--- src/rtl/decompressor_feed_if.sv ---
// Byte-stream and item-issue signals between the LZRW1 feed controller and its neighbours.
// master = feed controller side, slave = byte source / decompressor side.
interface decompressor_feed_if;
  logic [7:0]  in_byte;
  logic        in_valid;
  logic        in_ready;
  logic [15:0] dec_data_in;
  logic        dec_control_word_in;
  logic        dec_data_in_valid;
  logic        dec_busy;
  logic        dec_out_valid;

  modport master (
    input  in_byte,
    input  in_valid,
    output in_ready,
    output dec_data_in,
    output dec_control_word_in,
    output dec_data_in_valid,
    input  dec_busy,
    input  dec_out_valid
  );

  modport slave (
    output in_byte,
    output in_valid,
    input  in_ready,
    input  dec_data_in,
    input  dec_control_word_in,
    input  dec_data_in_valid,
    output dec_busy,
    output dec_out_valid
  );
endinterface

--- src/rtl/decompressor_feed_ctrl.sv ---
// Turns a raw LZRW1 compressed byte stream into literal/copy items for decompressor_top.
// Optional DECOMP_FEED_STATS_EN adds items_issued / bytes_out counters.
module decompressor_feed_ctrl #(
  parameter int unsigned LEN_WIDTH = 16
) (
  input  logic                 clock,
  input  logic                 reset,
  decompressor_feed_if.master  feed,
  input  logic                 start,
  input  logic [LEN_WIDTH-1:0] job_len,
  output logic                 ctrl_busy,
  output logic                 done,
`ifdef DECOMP_FEED_STATS_EN
  output logic [LEN_WIDTH-1:0] items_issued,
  output logic [LEN_WIDTH-1:0] bytes_out,
`endif
  output logic                 err
);

  typedef enum logic [3:0] {
    StIdle,
    StCwLo,
    StCwHi,
    StItemB0,
    StItemB1,
    StIssue,
    StGap,
    StDrain,
    StFin
  } state_e;

  state_e               state_q, state_d;
  logic [LEN_WIDTH-1:0] remaining_q, remaining_d;
  logic [15:0]          cw_q, cw_d;
  logic [3:0]           k_q, k_d;
  logic [7:0]           b0_q, b0_d;
  logic [15:0]          data_q, data_d;
  logic                 flag_q, flag_d;
  logic                 err_q, err_d;

  logic                 in_ready_w;
  logic                 accept;
  logic                 rem_last;
  logic [LEN_WIDTH-1:0] rem_dec;

  // in_ready is a pure function of state so it never loops back through in_valid.
  always_comb begin
    in_ready_w = 1'b0;
    unique case (state_q)
      StCwLo, StCwHi, StItemB0, StItemB1: in_ready_w = 1'b1;
      default:                             in_ready_w = 1'b0;
    endcase
  end

  assign accept   = feed.in_valid & in_ready_w;
  assign rem_dec  = remaining_q - LEN_WIDTH'(1);
  assign rem_last = (remaining_q == LEN_WIDTH'(1));

  always_comb begin
    state_d     = state_q;
    remaining_d = remaining_q;
    cw_d        = cw_q;
    k_d         = k_q;
    b0_d        = b0_q;
    data_d      = data_q;
    flag_d      = flag_q;
    err_d       = err_q;

    unique case (state_q)
      StIdle: begin
        if (start) begin
          remaining_d = job_len;
          err_d       = 1'b0;
          state_d     = (job_len == '0) ? StFin : StCwLo;
        end
      end

      StCwLo: begin
        if (accept) begin
          cw_d[7:0]   = feed.in_byte;
          remaining_d = rem_dec;
          if (rem_last) begin
            err_d   = 1'b1;
            state_d = StDrain;
          end else begin
            state_d = StCwHi;
          end
        end
      end

      StCwHi: begin
        if (accept) begin
          cw_d[15:8]  = feed.in_byte;
          remaining_d = rem_dec;
          k_d         = 4'd0;
          // A control word with nothing after it is a legal empty group.
          state_d     = rem_last ? StDrain : StItemB0;
        end
      end

      StItemB0: begin
        if (accept) begin
          remaining_d = rem_dec;
          if (!cw_q[k_q]) begin
            data_d  = {8'h00, feed.in_byte};
            flag_d  = 1'b0;
            state_d = StIssue;
          end else begin
            b0_d = feed.in_byte;
            if (rem_last) begin
              err_d   = 1'b1;
              state_d = StDrain;
            end else begin
              state_d = StItemB1;
            end
          end
        end
      end

      StItemB1: begin
        if (accept) begin
          remaining_d = rem_dec;
          data_d      = {b0_q, feed.in_byte};
          flag_d      = 1'b1;
          state_d     = StIssue;
        end
      end

      StIssue: begin
        if (!feed.dec_busy) begin
          state_d = StGap;
        end
      end

      // Dead cycle: the decompressor may raise busy only the cycle after acceptance.
      StGap: begin
        if (remaining_q == '0) begin
          state_d = StDrain;
        end else if (k_q == 4'd15) begin
          state_d = StCwLo;
        end else begin
          k_d     = k_q + 4'd1;
          state_d = StItemB0;
        end
      end

      StDrain: begin
        if (!feed.dec_busy) begin
          state_d = StFin;
        end
      end

      StFin: begin
        state_d = StIdle;
      end

      default: begin
        state_d = StIdle;
      end
    endcase
  end

  always_ff @(posedge clock) begin
    if (reset) begin
      state_q     <= StIdle;
      remaining_q <= '0;
      cw_q        <= '0;
      k_q         <= '0;
      b0_q        <= '0;
      data_q      <= '0;
      flag_q      <= 1'b0;
      err_q       <= 1'b0;
    end else begin
      state_q     <= state_d;
      remaining_q <= remaining_d;
      cw_q        <= cw_d;
      k_q         <= k_d;
      b0_q        <= b0_d;
      data_q      <= data_d;
      flag_q      <= flag_d;
      err_q       <= err_d;
    end
  end

  assign feed.in_ready            = in_ready_w;
  assign feed.dec_data_in         = data_q;
  assign feed.dec_control_word_in = flag_q;
  assign feed.dec_data_in_valid   = (state_q == StIssue);
  assign ctrl_busy                = (state_q != StIdle);
  assign done                     = (state_q == StFin);
  assign err                      = (state_q == StFin) & err_q;

`ifdef DECOMP_FEED_STATS_EN
  logic                 job_start;
  logic                 issue_fire;
  logic [LEN_WIDTH-1:0] items_q;
  logic [LEN_WIDTH-1:0] bytes_q;

  assign job_start  = (state_q == StIdle) & start;
  assign issue_fire = (state_q == StIssue) & ~feed.dec_busy;

  always_ff @(posedge clock) begin
    if (reset || job_start) begin
      items_q <= '0;
      bytes_q <= '0;
    end else begin
      if (issue_fire) begin
        items_q <= items_q + LEN_WIDTH'(1);
      end
      if (feed.dec_out_valid && ctrl_busy) begin
        bytes_q <= bytes_q + LEN_WIDTH'(1);
      end
    end
  end

  assign items_issued = items_q;
  assign bytes_out    = bytes_q;
`endif

endmodule

--- src/flat_wrapper.sv ---
// flat-port wrapper written by rule: the top's interface ports become plain ports
module decompressor_feed_ctrl_flat 
#(
  parameter int unsigned LEN_WIDTH = 16
)
  (clock, reset, start, job_len, ctrl_busy, done, err, feed_in_byte, feed_in_valid, feed_in_ready, feed_dec_data_in, feed_dec_control_word_in, feed_dec_data_in_valid, feed_dec_busy, feed_dec_out_valid);
  decompressor_feed_if feed_i ();
  input  logic clock;
  input  logic reset;
  input  logic start;
  input  logic [LEN_WIDTH-1:0] job_len;
  output logic ctrl_busy;
  output logic done;
  output logic err;
  input wire logic [$bits(feed_i.in_byte)-1:0] feed_in_byte;
  input wire logic [$bits(feed_i.in_valid)-1:0] feed_in_valid;
  output wire logic [$bits(feed_i.in_ready)-1:0] feed_in_ready;
  output wire logic [$bits(feed_i.dec_data_in)-1:0] feed_dec_data_in;
  output wire logic [$bits(feed_i.dec_control_word_in)-1:0] feed_dec_control_word_in;
  output wire logic [$bits(feed_i.dec_data_in_valid)-1:0] feed_dec_data_in_valid;
  input wire logic [$bits(feed_i.dec_busy)-1:0] feed_dec_busy;
  input wire logic [$bits(feed_i.dec_out_valid)-1:0] feed_dec_out_valid;
  assign feed_i.in_byte = feed_in_byte;
  assign feed_i.in_valid = feed_in_valid;
  assign feed_in_ready = feed_i.in_ready;
  assign feed_dec_data_in = feed_i.dec_data_in;
  assign feed_dec_control_word_in = feed_i.dec_control_word_in;
  assign feed_dec_data_in_valid = feed_i.dec_data_in_valid;
  assign feed_i.dec_busy = feed_dec_busy;
  assign feed_i.dec_out_valid = feed_dec_out_valid;
  decompressor_feed_ctrl #(.LEN_WIDTH(LEN_WIDTH)) u_core (.clock(clock), .reset(reset), .feed(feed_i), .start(start), .job_len(job_len), .ctrl_busy(ctrl_busy), .done(done), .err(err));
endmodule
--- config.mk ---
export PLATFORM = sky130hd
export DESIGN_NAME = decompressor_feed_ctrl_flat
export DESIGN_NICKNAME = d
export VERILOG_FILES = /design/src/rtl/decompressor_feed_if.sv /design/src/rtl/decompressor_feed_ctrl.sv /design/src/flat_wrapper.sv
export SDC_FILE = /design/constraint.sdc
export NUM_CORES = 1
export LEC_CHECK = 0
export BUFFER_PORTS_ARGS = -buffer_cell sky130_fd_sc_hd__clkbuf_2
export CAP_MARGIN = 5
export CORE_MARGIN = 5
export CORE_UTILIZATION = 50
export DETAILED_ROUTE_END_ITERATION = 6
export PLACE_DENSITY = 0.72
export REMOVE_ABC_BUFFERS = 1
export SYNTH_ARGS = -nofsm -noshare
export SYNTH_HDL_FRONTEND = slang
export SYNTH_SLANG_ARGS = --single-unit
--- constraint.sdc ---
create_clock -name clock -period 3.2 [get_ports clock]
set_clock_uncertainty 0.1 [all_clocks]
set_input_delay 0.64 -clock clock [delete_from_list [all_inputs] [get_ports clock]]
set_output_delay 0.64 -clock clock [all_outputs]
set_load 0.01 [all_outputs]
==> Word-level counts from Yosys, hierarchy flattened <==
Cells that the tools add are included.
{ "totals": {"output_inout_bits": 22, "in_bits": 30, "ff_bits": 66} }
{ "op_classes": {"n_eq_ne": 22, "bitwise": 2, "reduce_logical": 17, "n_addsub": 2, "n_mux": 39, "magnitude_cmp": 1} }
{ "ops": {"columns": ["op", "count"], "rows": [
  ["16-bit two-way mux", 5],
  ["16-bit case mux with 2 select lines", 2],
  ["4-bit two-way mux", 13],
  ["16-bit logical NOT", 2],
  ["4-bit case mux with 8 select lines", 1],
  ["16-bit by 1-bit == test with 1-bit output, second input constant", 1],
  ["4-bit by 3-bit == test with 1-bit output, second input constant", 4],
  ["16-bit by 1-bit subtractor with 16-bit output, second input constant", 1],
  ["2-bit by 1-bit inequality test with 1-bit output, second input constant", 6],
  ["2-bit inequality test, second input constant", 6],
  ["1-bit two-way mux", 10],
  ["4-bit by 2-bit == test with 1-bit output, second input constant", 2],
  ["4-bit == test, second input constant", 2],
  ["4-bit case mux with 2 select lines", 1],
  ["4-bit AND reduction", 2],
  ["7-bit AND reduction", 1],
  ["3-bit two-way mux", 2],
  ["3-bit AND reduction", 2],
  ["2-bit nonzero test", 3],
  ["4-bit by 5-bit less-than comparator with 1-bit output, second input constant", 1],
  ["5-bit AND reduction", 1],
  ["4-bit by 1-bit adder with 4-bit output, second input constant", 1],
  ["1-bit binary-select mux with 4-bit select", 1],
  ["4-bit by 1-bit == test with 1-bit output, second input constant", 1],
  ["9 further kinds", 12]
]} }

==> Depth between registers and ports, before layout <==
Gate-level depths: netlist (run 1).
{ "depth": {"ltp_word": 6, "depth_mapped": 9, "ltp_nobuf": 7} }

==> Worst setup path after synthesis (run 1) <==
Ideal clock, no wire load.
{ "synth_timing": {"path_kind": "register -> register", "from": "reg u_core.k_q[2]", "to": "reg u_core.data_q[7], in the netlist u_core.feed.dec_data_in[7]", "arrival_ps": 2147, "path_slack_ps": 882, "period_less_slack_ps": 2318, "n_path_buf": 3, "stages_incl_launch_ff": 9, "setup_time_ps": 72, "path_cell_list": "dfxtp_1 > buf_6 > mux4_1 > mux4_2 > nor2b_4 > o21a_1 > buf_6 > buf_12 > mux2i_1"} }
{ "synth_via": {"elab_chain_cells": 4} }
{ "synth_lines": {"columns": ["element", "line_no", "rtl"], "rows": [
  ["from (decl)", "decompressor_feed_ctrl.sv:35", "logic [3:0] k_q, k_d;"],
  ["from (signal assigned)", "decompressor_feed_ctrl.sv:177", "k_q <= k_d;"],
  ["1-bit binary-select mux with 4-bit select", "decompressor_feed_ctrl.sv:104", "if (!cw_q[k_q]) begin"],
  ["1-bit two-way mux (not written as such)", "decompressor_feed_ctrl.sv:104", null],
  ["2-bit inequality test (no source line)", null, null],
  ["4-bit AND reduction (no source line)", null, null],
  ["to (signal assigned)", "decompressor_feed_ctrl.sv:179", "data_q <= data_d;"],
  ["to (decl)", "decompressor_feed_ctrl.sv:37", "logic [15:0] data_q, data_d;"]
]} }
No other way between the ends. The select of a mux whose other input is x is not followed.
A chain may end at the register's enable or synchronous reset.

==> Worst setup path after layout (run 1) <==
{ "layout_timing": {"from": "reg u_core.state_q[2]", "to": "out feed_in_ready"} }
{ "layout_via": {"elab_chain_cells": 3, "word_cells_on_any_way": 6, "cone_classes": "eq/ne: 4; mux: 1; reduce/logical: 1"} }
{ "layout_lines": {"columns": ["element", "line_no", "rtl"], "rows": [
  ["from (decl)", "decompressor_feed_ctrl.sv:32", "state_e state_q, state_d;"],
  ["from (signal assigned)", "decompressor_feed_ctrl.sv:165", "state_q <= StIdle;"],
  ["from (signal assigned)", "decompressor_feed_ctrl.sv:174", "state_q <= state_d;"],
  ["4-bit by 1-bit == test with 1-bit output, or another cell as far along", "decompressor_feed_ctrl.sv:49", "unique case (state_q)"],
  ["4-bit OR reduction (no source line) (*)", null, null],
  ["1-bit two-way mux (*)", "decompressor_feed_ctrl.sv:49", null],
  ["to (decl)", "flat_wrapper.sv:17", "output wire logic [$bits(feed_i.in_ready)-1:0] feed_in_ready;"]
]} }
Every way passes the cells marked *; elsewhere a longest branch is shown, timed or not.

==> key figures, run 1 <==
GRT
  • Largest net degree at the start of global routing: 35
  • Met3 global-route usage: 0.0544
  • Antenna violations before repair: 0
  • Met2 Use GR: 0.337
  • First-pass GRT wire length: about 14000 um
  • Vias in the first global route: ~2900
  • GRT busiest layer: met2
  • Routing usage on met1: 0.239
  • Gr usage total: 0.198
  • Overflow after GRT: 0

STA
  • Final Hold Violating Endpoints: 0
  • Max Slew Vio Count: 0
  • Tightest Pin Transition: approximately 0.65 ns
  • Setup_tns: 0 ns
  • Slew headroom: 0.564
  • RSZ-0062 raised after global routing: false
  • # setup viols final: 0
  • Final worst slack: a little under 0.5 ns
  • Fin crit period: around 2.7 ns
  • Final Cycle Share: 0.850
  • Fmax: roughly 370 MHz

Route
  • Post-route ant nets: 0
  • Routed wire length: between 8000 and 9000 um
  • Via/cell ratio: 5.78
  • # DRC: 0
  • Pre-antenna DRT Iters: 4
  • DR iter-0 viols: 180
  • Via count: 3040
  • DR WL/cell: around 15 um

Logic synthesis
  • Post-synthesis adder-cell area fraction: 0.0139
  • Number of distinct library cells after synthesis: approximately 50
  • Sequential fraction of the synthesis area: 0.387
  • Cells after synthesis: roughly 400
  • Warnings, synthesis: 0
  • Ys flop type: dfxtp_1
  • Asr flop ratio synth: 0
  • Register bit total from synthesis: 66
  • Main combinational cell family by area after synthesis: simple AND/OR/NAND/NOR gates
  • Simple-Gate Fraction of Synth Area: 0.267
  • Synth top area cells: dfxtp_1 (39%), o21ai_0 (5.6%), mux2i_1 (5.3%)
  • Mux share of post-synthesis cell area: 0.0880
  • Compound-gate portion of the synthesized area: 0.183
  • Area leader, netlist: dfxtp_1
  • Syn Area/Cell: approximately 8.5 sq um
  • Post-synth EDFFs: 0
  • Synth top area share: 0.387
  • Synth Area in XOR/XNOR: 0.00513
  • Synthesized area: ~3400 sq um

Floorplan
  • Die footprint: about 8600 sq um
  • Die height: approximately 90 um
  • Die X: between 90 and 100 um
  • Initial Utilization: 0.508
  • IO Pins: 52
  • Core area: between 6000 and 7000 sq um
  • FP Rows: 30

Layout
  • Commonest cells after routing, fill and taps aside: dfxtp_1 (66), clkbuf_2 (50), o21ai_0 (38), nor2_1 (29), a21oi_1 (29)
  • Fin util: 0.574
  • Area Overhead vs Synth: 13.0%
  • Commonest non-fill, non-tap cell in the layout: dfxtp_1
  • Multi-input logic area: roughly 1900 sq um
  • Layout cells sized above 1: 0.177
  • Antenna cells: 0
  • Sequential cell area: approximately 1300 sq um
  • Design area: 3860 sq um
  • Net count reported at finish: roughly 470
  • # fillers: between 600 and 700

Clock network
  • CTS Hold Bufs: 0
  • Max clock buf depth: 2
  • Clk Latency, worst-skew pair: 0.35 ns
  • CTS root buffer: clkbuf_8
  • TritonCTS clock tree: yes
  • Htree depth: 3
  • Inserted Clock Buffers: 9
  • Sink Count: 66
  • Post-CTS setup buffers: 0
  • Clk slew on worst S/H paths: approximately 0.08 ns
  • Post-CTS Resized: 0

Critical path
  • Worst R2R Start: u_core.k_q[2]
  • Critical path class: register to primary output
  • Setup slack, reg-to-reg: between 0.5 and 0.6 ns
  • Worst path max stage delay: 0.67 ns
  • Crit-path cells: nor3_1 > or3_1 > inv_1 > clkbuf_2
  • Crit end category: primary output
  • Worst reg-to-reg path cell count: 6
  • Critical Path Fanout Max: 17
  • Startpoint Class: register
  • Crit-path slowest cell: dfxtp_1
  • Reg2reg end: u_core.feed.dec_data_in[3]
  • Worst EP required: ~2.5 ns
  • Data arrival time of the critical path: 1.98 ns

Job
  • Maxcap violations: 0

Place
  • Dpl hpwl: roughly 5700 um
  • Gpl congestion: 0.916
  • Dpl ws: about 0.58 ns
  • IO buf count: 50
  • Dpl cell area: around 3700 sq um

Min path
  • Worst hold start: u_core.cw_q[9]
  • Hold Path Cell Cnt: 2
  • Min-Delay Path Class: register to register
  • WHS Endpoint: u_core.cw_q[9]

Pwr
  • Pwr dens: slightly below 800 nW/um^2
  • Leakage: between 1.5 and 2 nW
  • Tot Pwr: between 3 and 4 mW
  • Maximum vdd ir drop: approximately 0.38 mV

Run status
  • Status: complete, no violations
==> cells in the mapped netlist (all sizes together) (2+ instances only) <==
cell and instances:
dfxtp 66, o21ai 39, a21oi 29, nor2 29
clkbuf 27, nand2b 25, nand2 21, mux2i 18
nand3 14, nand3b 12, a211oi 11, nor3 11
inv 10, nand4b 10, nor4 9, and3 7
and2 6, o21a 6, buf 5, mux4 5
nand4 5, a21o 3, ha 3, nor2b 3
o22ai 3, a31oi 2, nor3b 2, o22a 2
o31ai 2, or3 2, xor2 2
==> metal layers <==
metal,up-vias,wire (um)
met2,83,3820
met5,-,0
met3,14,420
li1,1541,-
met4,0,139
met1,1402,3700
==> registers in the layout, indices dropped and copies added (netlist names) <==
name                             cells
u_core.err_q                         1
u_core.b0_q                          8
u_core.cw_q                         16
u_core.feed.dec_control_word_in      1
u_core.state_q                       4
u_core.remaining_q                  16
u_core.k_q                           4
u_core.feed.dec_data_in             16
==> how the worst max path moves through the flow <==
stage                            from                               to
floorplan               u_core.k_q[2]  u_core.feed.dec_control_word_in
global placement        u_core.k_q[2]       u_core.feed.dec_data_in[5]
detailed placement      u_core.k_q[2]       u_core.feed.dec_data_in[3]
CTS                 u_core.state_q[2]                    feed_in_ready
global route        u_core.state_q[2]                    feed_in_ready
finish              u_core.state_q[2]                    feed_in_ready
==> critical path: cells and delay by family, from the launching register on <==
family / cells / cell delay [ns]
buffers and inverters: 2 / 0.27
and+or+nand+nor: 2 / 0.70
DFF: 1 / 0.67
==> metrics by stage <==
step,std cells,hold WS (ns)
after global placement,510,0.338
final,526,0.359
after detailed placement,510,0.348
after CTS,526,0.361
after floorplan,371,0.326
after global routing,526,0.379
==> cells by family after synthesis <==
logic type	Yosys count
AOI/OAI and AO/OA	105
xor gates and xnor gates	2
adders and majority gates	4
buffers and inverters	42
DFF	66
muxes	23
and+or+nand+nor	161
==> power breakdown <==
group	total, mW	switching (mW)	internal (mW)
Sequential	1.14	0.177	0.962
Clock	0.634	0.327	0.306
Combinational	1.30	0.776	0.522
==> final cells by class <==
type                    count  area share
well taps                  80      0.0259
flip-flops and latches     66       0.342
clock buffers              11      0.0366
repair buffers             59      0.0824
clock inverters             5      0.0104
multi-input cells         295       0.493
inverters                  10     0.00973
(Power assumes the default switching activity.)
==> inputs of run 2 (changes only) <==
--- a/config.mk
+++ b/config.mk
@@ -10,7 +10,7 @@
 export CORE_MARGIN = 5
 export CORE_UTILIZATION = 50
 export DETAILED_ROUTE_END_ITERATION = 6
-export PLACE_DENSITY = 0.72
+export PLACE_DENSITY = 0.74
 export REMOVE_ABC_BUFFERS = 1
 export SYNTH_ARGS = -nofsm -noshare
 export SYNTH_HDL_FRONTEND = slang
==> constraint.sdc (replaced) <==
create_clock -name clock -period 2.25 [get_ports clock]
set_clock_uncertainty 0.1 [all_clocks]
set_input_delay 0.45 -clock clock [delete_from_list [all_inputs] [get_ports clock]]
set_output_delay 0.45 -clock clock [all_outputs]
set_load 0.01 [all_outputs]
==> key figures, run 2 (synthesis results as in run 1) <==
Run status
  • Status: finished, violations left
  • Failing checks: setup timing

Critical path
  • CP top delay family: multiplexers
  • Critical path class: register to register
  • Crit path depth: 6
  • Crit end category: register
  • Crit-path slowest cell: mux4_2
  • Crit path top cell by count: mux4_2
  • Critical Path Fanout Max: 5
  • Startpoint Class: register
  • Worst path max stage delay: between 0.5 and 0.6 ns
  • Crit-path cells: mux4_2 > mux4_2 > nor2b_4 > o21a_4 > buf_12 > mux2i_2
  • Setup slack, reg-to-reg: -0.07 ns
  • WP buf/inv: 1
  • Worst reg-to-reg path cell count: 6
  • Worst EP required: between 2 and 2.5 ns
  • Data arrival time of the critical path: ~2.5 ns

Floorplan
  • Core area: between 6000 and 7000 sq um
  • IO Pins: 52
  • Die height: a little over 90 um
  • Die footprint: between 8000 and 9000 sq um
  • FP Rows: 30
  • Die X: 92.6 um
  • Initial Utilization: 0.508

Place
  • Gpl congestion: roughly 0.9
  • Dpl hpwl: 6050 um
  • Dpl cell area: 3920 sq um
  • Placed Instances: about 540
  • IO buf count: 50

Layout
  • # fillers: slightly below 600
  • Net count reported at finish: 505
  • Design area: roughly 4200 sq um
  • Antenna cells: 0
  • Commonest cells after routing, fill and taps aside: dfxtp_1 (64), clkbuf_2 (50), buf_4 (35), nor2_1 (29), o21ai_0 (29)
  • Area Overhead vs Synth: 23.2%
  • Commonest non-fill, non-tap cell in the layout: dfxtp_1
  • Layout cells sized above 1: 0.262
  • Non-filler cells, final: about 560

Route
  • # DRC: 0
  • DR iter-0 viols: 206
  • DR WL/cell: 16.0 um
  • Routed wire length: ~9000 um
  • Post-route ant nets: 0
  • Pre-antenna DRT Iters: 5
  • Via/cell ratio: a little under 6
  • Via count: approximately 3200

GRT
  • Largest net degree at the start of global routing: between 50 and 60
  • Antenna violations before repair: 0
  • Gr usage total: 0.211
  • Vias in the first global route: between 3000 and 4000
  • Overflow after GRT: 0
  • First-pass GRT wire length: 14600 um

STA
  • Slew headroom: 0.674
  • # setup viols final: 8
  • Fmax: between 400 and 500 MHz
  • Final Hold Violating Endpoints: 0
  • Max Slew Vio Count: 0
  • RSZ-0062 raised after global routing: true
  • Final Cycle Share: 1.03
  • Final worst slack: -0.0670 ns
  • Tightest Pin Transition: 0.486 ns
  • Fin crit period: 2.32 ns

Pwr
  • Leakage: between 1.5 and 2 nW
  • Maximum vdd ir drop: between 0.4 and 0.5 mV
  • Pwr dens: ~1200 nW/um^2

Clock network
  • Htree depth: 3
  • TritonCTS clock tree: yes
  • CTS Hold Bufs: 0
  • Inserted Clock Buffers: 9
  • Clk slew on worst S/H paths: ~0.080 ns
  • Clk Latency, worst-skew pair: between 0.3 and 0.4 ns
  • Max clock buf depth: 2
  • Sink Count: 66
  • CTS root buffer: clkbuf_8

Min path
  • Hold Path Cell Cnt: 3
  • Min-Delay Path Class: input pin to register

Job
  • Maxcap violations: 0
run 2: path summary, 6_finish.rpt:
check / start / endpoint
min reg2reg: u_core.cw_q[15] / u_core.cw_q[15]
max: u_core.k_q[2] / u_core.feed.dec_data_in[1]
max reg2reg: u_core.k_q[2] / u_core.feed.dec_data_in[1]
min: feed_in_byte[7] / u_core.cw_q[15]
run 2: per-stage QoR:
step                TNS [ns]  hold slack (ns)  setup slack (ns)   util  total power [mW]
finish                -0.392            0.258           -0.0670  0.626              4.84
CTS                   -0.286            0.246           -0.0508  0.618              4.77
global route           -1.42            0.244            -0.113  0.626              5.19
detailed placement     -3.12            0.347            -0.186  0.583              3.78
global placement       -1.30            0.341           -0.0879  0.583              3.72
floorplan              -5.25            0.326            -0.285      -              2.90
run 2: tightest hold or removal path: cells and delay by family:
kind | cells | cell delay, ns
and+or+nand+nor | 1 | 0.06
buffers and inverters | 1 | 0.10
AOI/OAI and AO/OA | 1 | 0.05
run 2: final cells by class:
| type | instances | area, sq um | share of cell area |
|---|---|---|---|
| multi-input combinational | 295 | 1930 | 0.459 |
| sequential | 66 | 1330 | 0.315 |
| timing repair buffer | 90 | 626 | 0.149 |
| clock buffer | 10 | 138 | 0.0327 |
| tap | 80 | 100 | 0.0238 |
| clock inverter | 6 | 48.8 | 0.0116 |
| inverter | 10 | 37.5 | 0.00893 |
run 2: layer usage:
| metal | vias to the layer above | routed length [um] | GRT usage |
|---|---|---|---|
| li1 | 1607 | - | - |
| met1 | 1529 | 3930 | 0.257 |
| met2 | 85 | 4440 | 0.355 |
| met3 | 17 | 350 | 0.0398 |
| met4 | 0 | 197 | 0.104 |
| met5 | - | 0 | 0 |
run 2: power by group:
part           internal [mW]  switching (mW)  leakage [nW]  total (mW)
clock                  0.442           0.505        0.0972       0.946
sequential              1.37           0.186         0.538        1.55
combinational           1.06            1.28          1.06        2.34
run 2: timing repair:
item | 4_1_cts | 5_1_grt
pin swaps | 1 | 2
cloned | 1 | 1
buffers inserted | 2 | 0
endpoints found under the setup margin | 30 | 30
endpoints found under the hold margin | 0 | 0
resized for setup | 8 | 17
